`src/rtl/layer_norm_row_sequencer.sv`:
```
// Layer-norm row controller: buffers one row, forms mean/variance, fetches inv_std
// from the rsqrt unit, then streams the row into the PE. `LN_SEQ_EPS_EN adds EPS to var_out.
module layer_norm_row_sequencer #(
    parameter int X_WIDTH   = 16,
    parameter int MU_WIDTH  = 24,
    parameter int INV_WIDTH = 24,
    parameter int VAR_WIDTH = 32,
    parameter int LOG2_N    = 6,
    parameter int PE_LAT    = 6,
    parameter int EPS       = 1
) (
    input  logic                 clk,
    input  logic                 rst_n,
    input  logic                 start,
    input  logic                 in_valid,
    input  logic [X_WIDTH-1:0]   in_data,
    output logic                 in_ready,
    output logic                 var_req,
    output logic [VAR_WIDTH-1:0] var_out,
    input  logic                 var_ack,
    input  logic [INV_WIDTH-1:0] inv_std_in,
    output logic [LOG2_N-1:0]    gb_addr,
    input  logic [7:0]           gamma_in,
    input  logic [7:0]           beta_in,
    output logic                 pe_valid,
    output logic [X_WIDTH-1:0]   pe_x,
    output logic [MU_WIDTH-1:0]  pe_mu,
    output logic [INV_WIDTH-1:0] pe_inv_std,
    output logic [7:0]           pe_gamma,
    output logic [7:0]           pe_beta,
    input  logic                 pe_valid_out,
    output logic                 busy,
    output logic                 done
);

    localparam int N     = 1 << LOG2_N;
    localparam int CW    = LOG2_N + 1;
    localparam int SUM_W = 38;
    localparam int SQ_W  = 2 * X_WIDTH;
    localparam int MSQ_W = 2 * MU_WIDTH;
    localparam int DW    = ((SUM_W > MSQ_W) ? SUM_W : MSQ_W) + 2;
    localparam logic [CW-1:0] LAST    = CW'(N - 1);
    localparam logic [DW-1:0] VAR_MAX = {{(DW-VAR_WIDTH){1'b0}}, {VAR_WIDTH{1'b1}}};
`ifdef LN_SEQ_EPS_EN
    localparam logic [DW-1:0] EPS_ADD = DW'(EPS);
`else
    localparam logic [DW-1:0] EPS_ADD = '0;
`endif

    if (LOG2_N < 1 || PE_LAT < 1 || EPS < 0) begin : g_bad_param
        $error("layer_norm_row_sequencer: unsupported parameter set");
    end

    typedef enum logic [2:0] {
        S_IDLE, S_LOAD, S_STATS, S_RSQRT, S_STREAM, S_DRAIN
    } state_t;

    state_t state_q, state_d;

    logic [CW-1:0]           cnt_q, res_q;
    logic signed [SUM_W-1:0] sum_q;
    logic [SUM_W-1:0]        sumsq_q;
    logic [MU_WIDTH-1:0]     mu_q;
    logic [VAR_WIDTH-1:0]    var_q;
    logic [INV_WIDTH-1:0]    inv_q;
    logic [X_WIDTH-1:0]      row_buf [N];
    logic                    pe_valid_q;
    logic [X_WIDTH-1:0]      pe_x_q;

    logic accept, load_last, issue, issue_last, res_inc, row_done;

    assign accept     = (state_q == S_LOAD) && in_valid;
    assign load_last  = accept && (cnt_q == LAST);
    assign issue      = (state_q == S_STREAM);
    assign issue_last = issue && (cnt_q == LAST);
    assign res_inc    = pe_valid_out && ((state_q == S_STREAM) || (state_q == S_DRAIN));
    assign row_done   = (state_q == S_DRAIN) && pe_valid_out && (res_q == LAST);

    // FSM: state register
    always_ff @(posedge clk or negedge rst_n) begin
        if (!rst_n) state_q <= S_IDLE;
        else        state_q <= state_d;
    end

    // FSM: next state
    always_comb begin
        state_d = state_q;
        unique case (state_q)
            S_IDLE:   if (start)      state_d = S_LOAD;
            S_LOAD:   if (load_last)  state_d = S_STATS;
            S_STATS:                  state_d = S_RSQRT;
            S_RSQRT:  if (var_ack)    state_d = S_STREAM;
            S_STREAM: if (issue_last) state_d = S_DRAIN;
            S_DRAIN:  if (row_done)   state_d = S_IDLE;
            default:                  state_d = S_IDLE;
        endcase
    end

    // FSM: outputs
    always_comb begin
        in_ready = (state_q == S_LOAD);
        var_req  = (state_q == S_RSQRT);
        busy     = (state_q != S_IDLE);
        done     = row_done;
        gb_addr  = issue ? cnt_q[LOG2_N-1:0] : '0;
    end

    // Statistics: mean at frac 10, variance at frac 20, clamped into the unsigned VAR range.
    logic signed [MU_WIDTH-1:0] mu_c;
    logic signed [MSQ_W-1:0]    mu_sq;
    logic signed [DW-1:0]       diff;
    logic [DW-1:0]              var_pos, var_eps;
    logic [VAR_WIDTH-1:0]       var_c;
    logic signed [SQ_W-1:0]     sq;

    always_comb begin
        sq      = $signed(in_data) * $signed(in_data);
        mu_c    = MU_WIDTH'(sum_q >>> LOG2_N);
        mu_sq   = mu_c * mu_c;
        diff    = $signed(DW'(sumsq_q >> LOG2_N)) - $signed(DW'(mu_sq));
        var_pos = diff[DW-1] ? '0 : $unsigned(diff);
        var_eps = var_pos + EPS_ADD;
        var_c   = (var_eps > VAR_MAX) ? '1 : var_eps[VAR_WIDTH-1:0];
    end

    always_ff @(posedge clk or negedge rst_n) begin
        if (!rst_n) begin
            cnt_q      <= '0;
            res_q      <= '0;
            sum_q      <= '0;
            sumsq_q    <= '0;
            mu_q       <= '0;
            var_q      <= '0;
            inv_q      <= '0;
            pe_valid_q <= 1'b0;
            pe_x_q     <= '0;
        end else begin
            pe_valid_q <= issue;
            if (issue) pe_x_q <= row_buf[cnt_q[LOG2_N-1:0]];
            if (res_inc) res_q <= res_q + CW'(1);
            unique case (state_q)
                S_IDLE: begin
                    cnt_q   <= '0;
                    res_q   <= '0;
                    sum_q   <= '0;
                    sumsq_q <= '0;
                end
                S_LOAD: if (accept) begin
                    cnt_q   <= load_last ? '0 : cnt_q + CW'(1);
                    sum_q   <= sum_q + SUM_W'($signed(in_data));
                    sumsq_q <= sumsq_q + SUM_W'($unsigned(sq));
                end
                S_STATS: begin
                    mu_q  <= mu_c;
                    var_q <= var_c;
                end
                S_RSQRT: if (var_ack) inv_q <= inv_std_in;
                S_STREAM: cnt_q <= issue_last ? '0 : cnt_q + CW'(1);
                default: ;
            endcase
        end
    end

    always_ff @(posedge clk) begin
        if (accept) row_buf[cnt_q[LOG2_N-1:0]] <= in_data;
    end

    // ROM data arrives one cycle after gb_addr, aligned with the registered beat.
    assign pe_valid   = pe_valid_q;
    assign pe_x       = pe_x_q;
    assign pe_gamma   = pe_valid_q ? gamma_in : 8'h00;
    assign pe_beta    = pe_valid_q ? beta_in  : 8'h00;
    assign pe_mu      = mu_q;
    assign pe_inv_std = inv_q;
    assign var_out    = var_q;

endmodule

```
`config.mk`:
```
export PLATFORM = sky130hd
export DESIGN_NAME = layer_norm_row_sequencer
export DESIGN_NICKNAME = d
export VERILOG_FILES = /design/src/rtl/layer_norm_row_sequencer.sv
export SDC_FILE = /design/constraint.sdc
export NUM_CORES = 2
export LEC_CHECK = 0
export ABC_AREA = 1
export ABC_CLOCK_PERIOD_IN_PS = 10200
export BUFFER_PORTS_ARGS = -buffer_cell sky130_fd_sc_hd__buf_2
export CAP_MARGIN = 40
export CORE_MARGIN = 1
export CORE_UTILIZATION = 64
export CTS_CLUSTER_DIAMETER = 150
export DETAILED_ROUTE_END_ITERATION = 8
export HOLD_SLACK_MARGIN = 0.05
export PLACE_DENSITY = 0.8
export SLEW_MARGIN = 20
export SYNTH_ARGS = -nofsm -noshare
export SYNTH_HDL_FRONTEND = slang
export SYNTH_SLANG_ARGS = --single-unit
export TNS_END_PERCENT = 100
```
`constraint.sdc`:
```
create_clock -name clk -period 10.2 [get_ports clk]
set_input_delay 1.02 -clock clk [delete_from_list [all_inputs] [get_ports clk]]
set_output_delay 1.02 -clock clk [all_outputs]
set_load 0.01 [all_outputs]
```
After elaboration in Yosys (flattened, before gate mapping):

Memory sizes are Yosys's and may differ from the RTL's. A register that Yosys moved wholly into a read port is not among the register bits.
Index checks and enable logic that the tools add are counted.

* muxes and demuxes: 23
* reductions and logical operators: 17
* eq/ne operators: 13
* multipliers: 2
* $add $sub $neg: 5
* $lt $le $gt $ge: 1

Operator list (count)
* one-hot mux 38 bit (2 select lines): 2
* 2-to-1 mux 38 bit: 2
* > comparator 49 x 32 -> 1 bit (second input constant): 1
* 2-to-1 mux 49 bit: 1
* subtractor 33 x 48 -> 49 bit: 1
* multiplier 24 x 24 -> 48 bit: 1
* adder 38 x 16 -> 38 bit: 1
* adder 38 x 32 -> 38 bit: 1
* 2-to-1 mux 7 bit: 5
* multiplier 16 x 16 -> 32 bit: 1
* 2-to-1 mux 32 bit: 1
* one-hot mux 7 bit (3 select lines): 1
* one-hot mux 3 bit (6 select lines): 1
* 2-to-1 mux 8 bit: 2
* 2-to-1 mux 3 bit: 5
* adder 7 x 1 -> 7 bit (second input constant): 2
* equality test 7 x 6 -> 1 bit (second input constant): 2
* != test 2 x 1 -> 1 bit (second input constant): 4
* equality test 3 x 2 -> 1 bit (second input constant): 2
* equality test 3 bit (second input constant): 2
* logical AND 1 bit: 6
* 2-to-1 mux 6 bit: 1
* AND reduction 2 bit: 3
* nonzero test 3 bit: 2
* 8 further kinds: 11

* output and inout port bits: 123
* flip-flop bits (word level): 174
* memories kept: 1
* bits in writable memories: 1024
* bits of input ports: 62

Memory list
* row_buf: depth 64, bits a word 16, read ports 1, clocked after Yosys merged registers in 1, wr ports 1, RTL line 66 `logic [X_WIDTH-1:0] row_buf [N];`

Longest topological paths before layout:

* depth after elaboration: 6
* depth in mapped cells: 40
* mapped depth without buffers: 38

Worst setup path after synthesis:

Ideal clock, no wire load.

* path kind: input-to-reg
* start: input port in_data[15]
* end: register sumsq_q[35]
* setup slack: 2425 ps
* arrival: 7655 ps
* cell stages on the path: 34
* cell sequence: clkbuf_1 > clkbuf_1 > nand2_1 > inv_1 > fa_1 > fa_1 > inv_1 > fa_1 > fa_1 > fa_1 > fa_1 > inv_1 > ha_1 > nand2_1 > nor3_1 > nand3_1 > nand3_1 > a21oi_1 > o21ai_0 > nand2_1 > nand2_1 > nand2_1 > nand2_1 > xor2_1 > ha_1 > nand2_1 > nor2_1 > nand2_1 > nor2_1 > nand3_1 > nand4_1 > nand4_1 > nand2_1 > nor2_1

* word-level cells in the longest chain between the ends: 4

Ends and longest elaborated chain
* start: declaration: RTL line 16 `input logic [X_WIDTH-1:0] in_data,`
* multiplier 16 x 16 -> 32 bit: RTL line 117 `sq = $signed(in_data) * $signed(in_data);`
* adder 38 x 32 -> 38 bit: RTL line 151 `sumsq_q <= sumsq_q + SUM_W'($unsigned(sq));`
* 2-to-1 mux 38 bit: RTL line 148 `S_LOAD: if (accept) begin`
* one-hot mux 38 bit (2 select lines): RTL line 141 `unique case (state_q)`
* end signal: assignment: RTL line 151
* end: declaration: RTL line 62 `logic [SUM_W-1:0] sumsq_q;`

Every way passes these cells. The select of a mux whose other input is x is not followed.
A chain may end at the register's enable or synchronous reset.

Worst setup path in the final report:

* start: register sum_q[29]
* end: register var_q[4], in the netlist var_out[4]

* word-level cells in the longest chain between the ends: 5

Ends and longest elaborated chain
* start: declaration: RTL line 61 `logic signed [SUM_W-1:0] sum_q;`
* start signal: assignment: RTL line 150 `sum_q <= sum_q + SUM_W'($signed(in_data));`
* multiplier 24 x 24 -> 48 bit (*): RTL line 119 `mu_sq = mu_c * mu_c;`
* subtractor 33 x 48 -> 49 bit (*): RTL line 120 `diff = $signed(DW'(sumsq_q >> LOG2_N)) - $signed(DW'(mu_sq));`
* 2-to-1 mux 49 bit (*): RTL line 121 `var_pos = diff[DW-1] ? '0 : $unsigned(diff);`
* > comparator 49 x 32 -> 1 bit: RTL line 123 `var_c = (var_eps > VAR_MAX) ? '1 : var_eps[VAR_WIDTH-1:0];`
* 2-to-1 mux 32 bit (*): RTL line 123
* end signal: assignment: RTL line 155 `var_q <= var_c;`
* end: declaration: RTL line 64 `logic [VAR_WIDTH-1:0] var_q;`

Every way passes the cells marked *; elsewhere a longest branch is shown, timed or not.

==> results.md <==
* Slowest stage cell, crit path: fa_1
* Final WL at 225100 microns
* Vias post-DR at 58370
* First-pass GRT wire length at 342200 microns
* H-tree levels at 3
* # fillers at 8813
* # port buffers at 184
* Commonest cells post-synth: inv_1, nand2_1, edfxtp_1
* Final Max Tran Viols at 0
* Vias in the first global route at 59800
* CTS tree: done
* Final Setup Violations at 0
* Top-count cell post-synth: inv_1
* Initial antenna violation count at 12
* Die Area at 128200 sq um
* RSZ-0062 raised after global routing: no
* #FFs+latches synth at 1206
* Clk slew on worst S/H paths at 0.06 ns
* Crit path buffers/inverters at 6
* Average cell area after synthesis at 10.28 sq um
* CP delay by family, top: adder cells
* Cts repair resizes at 0
* Maximum buffer depth of the clock tree at 3
* Mapped cell area at 81110 sq um
* Cts bufs inserted at 116
* Final period util at 0.8311
* Crit Path Category: flip-flop to flip-flop
* Post-synthesis net count at 9115
* Area of the multi-input gates at 38010 sq um
* Die height at 358.0 microns
* CTS sink count at 1206
* Async set or reset register ratio after synthesis at 0.1509
* Worst rel slew slack at 0.4022
* Total Routing Usage GR at 0.3568
* Routed len/inst at 22.87 microns
* Clock Tree Root: clkbuf_16
* Post-synth EDFFs at 1024
* CTS Hold Buffers Added at 0
* Violation count after the first detailed-routing iteration at 7879
* Post-Syn Instances at 7887
* Unique masters post-synth at 60
* Status: finished clean
* Remaining global-route overflow at 0
* Total of max-cap violations at 0
* Gpl congestion at 0.9739
* Io pins at 185
* Critical path launch point type: flip-flop
* Layout Area Growth over Synthesis at 8.744%
* R2R Setup Slk at 1.72 ns
* Sequential area share after synthesis at 0.4353
* Clock Latency Late Sink at 0.80 ns
* Fin Setup TNS at 0 ns
* Critical Path RT at 10.90 ns
* Pin count of the biggest net entering global routing at 128
* Vias per cell at 5.931
* DR DRC count at 0
* Core area at 125700 sq um
* Pre-antenna DRT Iters at 8
* Setup Fix Bufs, Post-CTS at 0
* Cell seen most often among critical-path stages: fa_1
* Hold crit path type: primary input to asynchronous set/reset pin
* Max Fclk at 118.0 MHz
* Synth area leaders: edfxtp_1, fa_1, inv_1, nand2_1, dfrtp_1
* Detailed placement HPWL at 155500 microns
* ANT nets after route at 0
* CP Capture Type: flip-flop
* Top cell type's share of synthesized area at 0.3791
* Crit-path max cell delay at 0.96 ns
* Skew final at 0.09792 ns
* Die Width at 358.0 microns
* Row cnt at 130
* Ys flop type: edfxtp_1
* Ys Warns at 0
* Least-Margin Pin Slew at 0.8967 ns
* WP data arrival at 9.17 ns
* Final Hold Vio Count at 0
* Critical Path Fanout Max at 24
* Min cycle time layout at 8.477 ns
* Biggest area consumer among synthesized cells: edfxtp_1
* Register area at 35300 sq um
* Starting density of the core at 0.6451
* Fin nets at 9315
* Share of cells above drive strength 1 at 0.08404
-- per-stage QoR --
step / hold WS [ns] / instances / area [sq um] / setup WS [ns] / util
finish: 0.2872 / 9842 / 88200 / 1.723 / 0.7015
global route: 0.3367 / 9838 / 88190 / 1.334 / 0.7014
CTS: 0.3055 / 9835 / 88150 / 1.751 / 0.7011
detailed placement: 0.4692 / 9617 / 84370 / 1.443 / 0.6710
global placement: 0.4660 / 9608 / 84250 / 1.479 / 0.6700
floorplan: 0.4504 / 7887 / 81110 / 2.425 / -
-- path summary, 6_finish.rpt --
| path | start | endpoint | cells past startpoint |
|---|---|---|---|
| min in group clk | pe_x[4]$_DFFE_PN0P_ | pe_x[4]$_DFFE_PN0P_ | 2 |
| worst max-delay path | sum_q[29]$_DFFE_PN0P_ | var_out[4]$_DFFE_PN0P_ | 28 |
| worst min register to register | pe_x[4]$_DFFE_PN0P_ | pe_x[4]$_DFFE_PN0P_ | 2 |
| max in group asynchronous | rst_n | sum_q[20]$_DFFE_PN0P_ | 3 |
| worst min-delay path | rst_n | var_out[9]$_DFFE_PN0P_ | 1 |
| worst max register to register | sum_q[29]$_DFFE_PN0P_ | var_out[4]$_DFFE_PN0P_ | 28 |
-- kinds of logic after synthesis --
group           after synthesis  share of synthesized area
simple gates               2474                     0.1286
mux                          24                   0.003332
compound gates              857                    0.06735
flops                      1206                     0.4353
xor+xnor                     94                    0.01015
fa+ha+maj                  1166                     0.2584
buf+inv                    2066                    0.09688
-- state kept, by name, indices dropped and copies added, names as in the netlist --
name,cells
pe_valid,1
pe_inv_std,24
var_out,32
state_q,3
pe_mu,24
row_buf,1024
res_q,7
sumsq_q,38
pe_x,16
sum_q,30
cnt_q,7
-- routing by layer --
layer,track usage,part of all wire,routed length [microns],up-vias
met1,0.4886,0.37,83800,28510
met5,0,0.00017,39,-
li1,-,-,-,25480
met4,0.1179,0.034,7744,8
met3,0.09567,0.14,30960,555
met2,0.5583,0.46,102500,3822
-- worst reg2reg max path, delay by kind of cell, from the launching register on --
kind | cells | cell delay [ns]
buffers and inverters | 6 | 0.90
flip-flops | 1 | 0.42
AO/OA/AOI/OAI | 1 | 0.17
adder cells (fa/ha/maj) | 8 | 4.75
AND/OR/NAND/NOR | 13 | 2.24
-- cell type report --
| cell class | count | share of cell area |
|---|---|---|
| Antenna cell | 5 | 0.0001419 |
| Clock buffer | 148 | 0.03508 |
| Clock inverter | 70 | 0.007760 |
| Inverter | 1807 | 0.07707 |
| Multi-Input combinational cell | 4615 | 0.4310 |
| Sequential cell | 1206 | 0.4003 |
| Tap cell | 1650 | 0.02341 |
| Timing Repair Buffer | 341 | 0.02528 |
-- placed cells by master, fill, tap and decap left out, types with 48 or more instances in the layout --
cell          n
inv_1      1781
nand2_1    1707
edfxtp_1   1024
fa_1        848
ha_1        318
nor2_1      305
o21ai_0     233
a21oi_1     215
dfrtp_1     182
buf_2       182
a22oi_1     149
buf_4       149
nand4_1     140
nand3_1     131
clkbuf_16   117
a221oi_1    104
or2_2        51
xor2_1       48
Power is left out: the tool's default activity adds up to more than one toggle a clock period on the data nets, which glitch-free logic cannot reach.
